**src/rtl/alu_ctrl_fsm.sv**
```systemverilog
//------------------------------------------------------------------------------
// alu_ctrl_fsm : four-state sequencer for an external ALU (load A, execute,
//                capture result/flags, report completion with illegal-op flag).
// Optional feature macro: ALU_CTRL_CMP_EN (opcode 101 = CMP, flags-only).
// Revision: 1.0 - initial release
//------------------------------------------------------------------------------
`default_nettype none

module alu_ctrl_fsm (
  input  logic        clk,
  input  logic        reset,
  input  logic        start,
  input  logic [2:0]  opcode,
  input  logic [31:0] Y,
  input  logic        Z,
  input  logic        N,
  output logic        loadA,
  output logic        add,
  output logic        subtract,
  output logic        bitAnd,
  output logic        bitOr,
  output logic        complement,
  output logic        busy,
  output logic        done,
  output logic        err,
  output logic [31:0] result,
  output logic        zflag,
  output logic        nflag,
  output logic [15:0] op_count
);

  typedef enum logic [1:0] {
    S_IDLE = 2'd0,
    S_LOAD = 2'd1,
    S_EXEC = 2'd2,
    S_DONE = 2'd3
  } state_t;

  localparam logic [2:0] C_OP_ADD = 3'b000;
  localparam logic [2:0] C_OP_SUB = 3'b001;
  localparam logic [2:0] C_OP_AND = 3'b010;
  localparam logic [2:0] C_OP_OR  = 3'b011;
  localparam logic [2:0] C_OP_NOT = 3'b100;
`ifdef ALU_CTRL_CMP_EN
  localparam logic [2:0] C_OP_CMP = 3'b101;
`endif

  state_t      r_state;
  state_t      w_state_next;
  logic [2:0]  r_op;
  logic [2:0]  w_op_next;
  logic        w_is_cmp;
  logic        w_load_next;
  logic        w_busy_next;
  logic        w_done_next;
  logic        w_err_next;
  logic [4:0]  w_sel_next;
  logic [31:0] w_result_next;
  logic        w_zflag_next;
  logic        w_nflag_next;
  logic [15:0] w_op_count_next;

  // Select vector order: {complement, bitOr, bitAnd, subtract, add}
  function automatic logic [4:0] decode_sel(input logic [2:0] op);
    logic [4:0] s;
    s = 5'b00000;
    case (op)
      C_OP_ADD: s = 5'b00001;
      C_OP_SUB: s = 5'b00010;
      C_OP_AND: s = 5'b00100;
      C_OP_OR:  s = 5'b01000;
      C_OP_NOT: s = 5'b10000;
`ifdef ALU_CTRL_CMP_EN
      C_OP_CMP: s = 5'b00010;
`endif
      default:  s = 5'b00000;
    endcase
    return s;
  endfunction

  function automatic logic op_legal(input logic [2:0] op);
`ifdef ALU_CTRL_CMP_EN
    return (op <= 3'd5);
`else
    return (op <= 3'd4);
`endif
  endfunction

`ifdef ALU_CTRL_CMP_EN
  assign w_is_cmp = (r_op == C_OP_CMP);
`else
  assign w_is_cmp = 1'b0;
`endif

  always_comb begin
    w_state_next    = r_state;
    w_op_next       = r_op;
    w_err_next      = 1'b0;
    w_result_next   = result;
    w_zflag_next    = zflag;
    w_nflag_next    = nflag;
    w_op_count_next = op_count;

    case (r_state)
      S_IDLE: begin
        if (start) begin
          w_op_next    = opcode;
          w_state_next = S_LOAD;
        end
      end
      S_LOAD: begin
        if (op_legal(r_op)) begin
          w_state_next = S_EXEC;
        end else begin
          w_state_next = S_DONE;
          w_err_next   = 1'b1;
        end
      end
      S_EXEC: begin
        // CMP only reports flags; the previous result stays visible.
        if (!w_is_cmp) begin
          w_result_next = Y;
        end
        w_zflag_next    = Z;
        w_nflag_next    = N;
        w_op_count_next = op_count + 16'd1;
        w_state_next    = S_DONE;
      end
      S_DONE: begin
        if (start) begin
          w_op_next    = opcode;
          w_state_next = S_LOAD;
        end else begin
          w_state_next = S_IDLE;
        end
      end
      default: begin
        w_state_next = S_IDLE;
      end
    endcase

    // Outputs are registered, so they are decoded from the upcoming state.
    w_load_next = (w_state_next == S_LOAD);
    w_busy_next = (w_state_next == S_LOAD) || (w_state_next == S_EXEC);
    w_done_next = (w_state_next == S_DONE);
    w_sel_next  = (w_state_next == S_EXEC) ? decode_sel(w_op_next) : 5'b00000;
  end

  always_ff @(posedge clk or posedge reset) begin
    if (reset) begin
      r_state    <= S_IDLE;
      r_op       <= 3'b000;
      loadA      <= 1'b0;
      add        <= 1'b0;
      subtract   <= 1'b0;
      bitAnd     <= 1'b0;
      bitOr      <= 1'b0;
      complement <= 1'b0;
      busy       <= 1'b0;
      done       <= 1'b0;
      err        <= 1'b0;
      result     <= 32'd0;
      zflag      <= 1'b0;
      nflag      <= 1'b0;
      op_count   <= 16'd0;
    end else begin
      r_state    <= w_state_next;
      r_op       <= w_op_next;
      loadA      <= w_load_next;
      add        <= w_sel_next[0];
      subtract   <= w_sel_next[1];
      bitAnd     <= w_sel_next[2];
      bitOr      <= w_sel_next[3];
      complement <= w_sel_next[4];
      busy       <= w_busy_next;
      done       <= w_done_next;
      err        <= w_err_next;
      result     <= w_result_next;
      zflag      <= w_zflag_next;
      nflag      <= w_nflag_next;
      op_count   <= w_op_count_next;
    end
  end

endmodule

`default_nettype wire

```
**config.mk**
```make
export PLATFORM = sky130hd
export DESIGN_NAME = alu_ctrl_fsm
export DESIGN_NICKNAME = d
export VERILOG_FILES = /design/src/rtl/alu_ctrl_fsm.sv
export SDC_FILE = /design/constraint.sdc
export NUM_CORES = 1
export LEC_CHECK = 0
export BUFFER_PORTS_ARGS = -buffer_cell sky130_fd_sc_hd__buf_4
export CAP_MARGIN = 5
export CORE_MARGIN = 8
export CORE_UTILIZATION = 48
export DETAILED_ROUTE_END_ITERATION = 12
export HOLD_SLACK_MARGIN = 0.06
export PLACE_DENSITY = 0.79
export SLEW_MARGIN = 0
export SYNTH_ARGS = -nofsm -noshare
export SYNTH_HDL_FRONTEND = slang
export SYNTH_SLANG_ARGS = --single-unit
```
**constraint.sdc**
```tcl
create_clock -name clk -period 2.37 [get_ports clk]
set_clock_uncertainty 0.15 [all_clocks]
set_input_delay 0.474 -clock clk [delete_from_list [all_inputs] [get_ports clk]]
set_output_delay 0.474 -clock clk [all_outputs]
set_load 0.03 [all_outputs]
```
==> results of run 1 <==
[logic make-up after synthesis]
group                      count (synthesis)  synth area share [%]
xor gates and xnor gates                  15                  5.06
adders and majority gates                  8                  3.86
buffers and inverters                     15                  2.51
AOI/OAI and AO/OA                          6                  1.73
and+or+nand+nor                           35                  9.11
DFF                                       64                  61.7
muxes                                     37                  16.0
[layout make-up]
cell class	instances	area (um2)
Clock buffer	13	159
Sequential cell	64	1600
Fill cell	363	1520
Inverter	10	37.5
Tap cell	70	87.6
Multi-Input combinational cell	101	932
Clock inverter	3	40.0
Timing Repair Buffer	104	796
[registers in the layout (all words and copies together), names as in the netlist, 2 cells and up]
name      count
r_op          3
op_count     16
result       32
r_state       2
[layer usage]
| layer | track usage (%) | wire length, um |
|---|---|---|
| met1 | 17.2 | 2350 |
| met2 | 25.3 | 3050 |
| met3 | 5.24 | 378 |
| met4 | 6.80 | 51 |
| met5 | 0 | 0 |
[critical path: cells and delay by family, from the launching register on]
family	cells	cell delay, ns
AND/OR/NAND/NOR	1	0.25
flip-flops	1	0.39
adder cells (fa/ha/maj)	2	0.44
buffers and inverters	2	0.17
AO/OA/AOI/OAI	3	0.57
[path summary, 6_finish.rpt]
check                             start           end  slack (ns)  depth (start not counted)
max                          r_state[0]    complement        0.31                          8
min                                Y[6]     result[6]        0.23                          2
max reg2reg                  r_state[0]    complement        0.31                          8
min reg2reg                op_count[15]  op_count[15]        0.32                          1
max in group asynchronous         reset      subtract        0.91                          4
min in group asynchronous         reset     result[8]        0.59                          3
[per-stage QoR]
step           power (mW)  instances  setup slack, ns  hold slack (ns)
2_1_floorplan        3.49        180            0.148            0.341
3_5_place_dp         4.45        348            0.390            0.314
5_1_grt              5.63        365            0.116            0.206
3_3_place_gp         4.37        348            0.473            0.309
6_report             5.32        365            0.306            0.228
4_1_cts              5.40        365            0.306            0.209
[power by group through the flow]
stage / Sequential, mW / Clock (mW) / Combinational, mW
final: 1.81 / 0.923 / 2.59
after floorplan: 2.57 / 0 / 0.922
after global placement: 1.81 / 0 / 2.56
after detailed placement: 1.83 / 0 / 2.62
after CTS: 1.81 / 0.951 / 2.64
after global routing: 1.87 / 0.993 / 2.77
[placed cells by master, fill, tap and decap left out, types with 2 or more instances in the layout]
cell | netlist | layout
buf_4 | 1 | 102
nor3_1 | 5 | 5
nand3_1 | 2 | 2
clkinv_2 | 0 | 2
xnor2_1 | 3 | 3
nand4_1 | 7 | 7
inv_1 | 10 | 9
nor3b_1 | 2 | 2
nor2_1 | 5 | 5
mux2_2 | 37 | 37
ha_1 | 8 | 7
nand3b_1 | 2 | 2
xor2_1 | 12 | 12
clkbuf_1 | 0 | 2
o21a_1 | 2 | 2
dfrtp_1 | 64 | 64
clkbuf_8 | 0 | 11
o211ai_1 | 2 | 2
nand2_1 | 4 | 4
nor4_1 | 3 | 3
==> results.toml, run 1 <==
[synth]
synth_ff_type = "dfrtp_1"
synthTopCellsByArea = "dfrtp_1 (62%), mux2_2 (16%), xor2_1 (4.0%)"
synth_edf_count = 0
synth_warnings = 0
ys_types = 25
synth-seq-cells = 64
syn_nets = 228
yosysMostFrequentCell = "dfrtp_1"
synth_top_cell_by_area = "dfrtp_1"
async_flop_share_pct = 100
syn_inst = 180
synth_commonest_cells = "dfrtp_1 (64), mux2_2 (37), xor2_1 (12), inv_1 (10), ha_1 (8)"
syn-cell-area_mm2 = 0.00260
synth_top_area_share_pct = 61.7
synth_area_per_cell_um2 = 14.4
seq_area_frac_synth_pct = 61.7

[global_routing]
grt_pass1_wl_mm = 9.18
gr-total-overflow = 0
grt_pass1_vias = 1849
antenna_found_initial = 0
grt_max_degree = 29
track_usage_pct = 15.2

[final_layout]
drive_gt1_share_pct = 54.6
antenna_cells = 0
syn_to_final_growth_pct = 40.7
finalNetCount = 338
fin_util_pct = 70.6
fin_area_mm2 = 0.00365

[routing]
routed_wl_mm = 5.83
num_vias = 1758
drc_errors = 0
ant_nets = 0
viasPerCell = 4.82
dr.first_iter.drc_count = 72
dr.pass1.iters = 4
wl_per_cell_um = 16.0

[power]
ir_drop_uv = 759
pwr-share-clk_pct = 17.3
power_density_mw_per_mm2 = 1460
p_int_mw = 3.19
seqPwrFrac_pct = 33.9
p_switching_mw = 2.13
power_frac_comb_pct = 48.7
swShare_pct = 40.0
power.leakage_nw = 1.84

[flow_run]
cap_viol_max_count = 0

[cts]
clockBufferDepth = 2
htreeDepth = 3
cts_resized = 0
cts_tree = "built"
cts_root_buf = "clkbuf_8"
cts_buffers = 9
postCtsHoldBufs = 1
clk_latency_ns = 0.32
post-cts-setup-buffer-count = 0
clkTransAtPathRegs_ns = 0.07
clock_sinks = 64

[timing]
fin_tns_setup_ns = 0
period_minus_slack_ns = 2.06
final.period_utilization_pct = 87.1
worst_pin_slew_ns = 0.513
finalSetupViolations = 0
relSlewSlack_pct = 65.7
rsz0062_at_grt = "false"
max_freq_mhz = 485
finalHoldViolations = 0
maxSlewViolCount = 0

[worst_setup_path]
slowest_delay_ns = 0.39
cpMaxStageDelayCell = "dfrtp_1"
cp_max_fo = 4
path_class = "reg2reg"
crit_chain = "inv_1, ha_1, a211oi_1, a22oi_1, inv_1, ha_1, o211ai_1, nor3b_1"
worst_setup_path_end_kind = "register"
crit_required_ns = 2.44
cp-start-kind = "register"
arrival_ns = 2.14

[die]
fp.coreArea_mm2 = 0.00517
initial_core_util_pct = 50.2
die_area_mm2 = 0.00802
rows = 26
io_pins = 99
die_x_um = 89.5
die-height_um = 89.5

[outcome]
status = "completed"

[min_path]
hold_path.class = "in2reg"

[place]
place_congestion = 0.717
portBuffers = 98
dpl.hpwl_mm = 4.53
placed_area_mm2 = 0.00344
(Power assumes the default switching activity.)
==> inputs of run 2 (changes only) <==
ABC_AREA = 1   (was default)
CORE_UTILIZATION = 49   (was 48)
PLACE_DENSITY = 0.8   (was 0.79)
==> results.toml, run 2 <==
[outcome]
status = "completed"

[timing]
fin_tns_setup_ns = 0
final.period_utilization_pct = 86.7
finalHoldViolations = 0
rsz0062_at_grt = "false"
max_freq_mhz = 487
hold_slack_ns = 0.186
relSlewSlack_pct = 66.7
setup_ws_ns = 0.315
period_minus_slack_ns = 2.05
maxSlewViolCount = 0
finalSetupViolations = 0
worst_pin_slew_ns = 0.498

[synth]
synth-seq-cells = 64
synth-xor-area-share_pct = 3.63
synth_mux_area_share_pct = 0
ys_types = 20
synth_top_family_by_area = "simple AND/OR/NAND/NOR gates"
synthTopCellsByArea = "dfrtp_1 (60%), nand2_1 (20%), ha_1 (3.8%)"
synth_commonest_cells = "nand2_1 (138), dfrtp_1 (64), inv_1 (24), nor2_1 (14), ha_1 (8)"
synth-compound-area-share_pct = 1.41
async_flop_share_pct = 100
syn_nets = 342
synth_edf_count = 0
synth_top_area_share_pct = 60.3
syn_inst = 294
yosys.area_share.simple_pct = 26.2
synth_top_cell_by_area = "dfrtp_1"
synth_area_per_cell_um2 = 9.03
seq_area_frac_synth_pct = 60.3
syn-cell-area_mm2 = 0.00266
yosysMostFrequentCell = "nand2_1"
synth_fa_ha_area_share_pct = 3.77
synth_warnings = 0
synth_ff_type = "dfrtp_1"

[place]
place_congestion = 0.865
dp.cells = 461
portBuffers = 98
place_ws_ns = 0.341
dpl.hpwl_mm = 4.83

[die]
die_x_um = 89.6
rows = 27
initial_core_util_pct = 49.4
io_pins = 99
fp.coreArea_mm2 = 0.00537
die-height_um = 89.6
die_area_mm2 = 0.00803

[routing]
num_vias = 2193
wl_per_cell_um = 13.3
dr.pass1.iters = 5
dr.first_iter.drc_count = 115
viasPerCell = 4.59
routed_wl_mm = 6.36
ant_nets = 0
drc_errors = 0

[worst_setup_path]
arrival_ns = 2.15
worst_setup_path_end_kind = "register"
cp_max_fo = 4
reg2reg_setup_slack_ns = 0.32
critical_path.startpoint = "r_state[0]"
cp-start-kind = "register"
path_class = "reg2reg"
slowest_delay_ns = 0.42
crit_chain = "inv_1, ha_1, inv_1, or2_2, o22ai_1, ha_1, nand2_1, nor3_1"
r2r.worst_path.cells = 8
crit_required_ns = 2.46
r2r_end = "bitOr"
cpMaxStageDelayCell = "dfrtp_1"
cp-endpoint = "bitOr"
r2r-start = "r_state[0]"

[global_routing]
track_usage_pct = 16.8
grt_use_met2_pct = 27.8
antenna_found_initial = 0
gr-max-usage-layer = "met2"
gr-usage-met3_pct = 4.09
grt_max_degree = 36
gr-total-overflow = 0
gr-usage-met1_pct = 19.4
grt_pass1_vias = 2229
grt_pass1_wl_mm = 10.2

[min_path]
hp-start = "Y[28]"
hold_path.class = "in2reg"

[final_layout]
biggestRegsByFlops = "result (32), op_count (16), r_op (3)"
drive_gt1_share_pct = 30.5
final_cells = 478
finalNetCount = 449
syn_to_final_growth_pct = 39.7
top_register = "result"
antenna_cells = 0
final_common_cell = "nand2_1"
n_fill_cell = 437
largest_reg_flops = 32
most-common-layout-cells = "nand2_1 (138), buf_4 (102), dfrtp_1 (64), inv_1 (23), nor2_1 (14)"

[cts]
clock_sinks = 64
cts_root_buf = "clkbuf_8"
cts_buffers = 9
clkTransAtPathRegs_ns = 0.07
clockBufferDepth = 2
clk_latency_ns = 0.33
cts_tree = "built"
cts_resized = 0
htreeDepth = 3

[power]
power_density_mw_per_mm2 = 1390
ir_drop_uv = 768
power.leakage_nw = 2.05

[flow_run]
cap_viol_max_count = 0
-- run 2: cell type report --
type                            instances  area, um2  area share [%]
Inverter                               25       93.8            2.53
Tap cell                               72       90.1            2.43
Clock inverter                          6       82.6            2.23
Clock buffer                           10        138            3.71
Sequential cell                        64       1600            43.2
Multi-Input combinational cell        198        928            25.0
Timing Repair Buffer                  103        776            20.9
-- run 2: kinds of logic (layout without fill, tap and decap cells) --
kind of cell,Yosys count,in the layout
AO/OA/AOI/OAI,7,7
AND/OR/NAND/NOR,172,172
XOR/XNOR,11,11
buffers and inverters,32,144
flip-flops,64,64
adder cells (fa/ha/maj),8,8
-- run 2: where the power goes --
group	leakage (nW)	switching (mW)	internal, mW	total [mW]
registers	0.810	0.243	1.51	1.76
logic	1.13	1.57	0.812	2.38
clock network	0.112	0.408	0.615	1.02
-- run 2: worst min-delay path by stage --
stage	endpoint	slack, ns	cells past startpoint
global route	result[12]	0.19	3
detailed placement	result[25]	0.31	2
CTS	result[9]	0.18	3
finish	result[28]	0.19	3
global placement	result[1]	0.31	2
floorplan	err	0.34	2
-- run 2: routing by layer --
layer  vias up  routed length (um)
met2        67                3230
met5         -                   0
met4         0                 144
li1       1108                   -
met1      1005                2530
met3        13                 458
-- run 2: worst max-delay path, delay by kind of cell, from the launching register on --
kind,cells,cell delay (ns)
AO/OA/AOI/OAI,1,0.28
adder cells (fa/ha/maj),2,0.40
buffers and inverters,2,0.15
flip-flops,1,0.42
AND/OR/NAND/NOR,3,0.57
-- run 2: timing repair --
item,CTS,global route
endpoints found under the hold margin,23,0
hold buffers,1,0
buffers inserted,0,0
endpoints found under the setup margin,0,0
-- run 2: metrics by stage --
step	utilization [%]	power [mW]	cell area [um2]
after detailed placement	64.8	4.18	3480
after CTS	69.1	5.22	3710
final	69.1	5.16	3710
after global routing	69.1	5.52	3710
after global placement	64.8	4.12	3480
after floorplan	-	3.27	2660
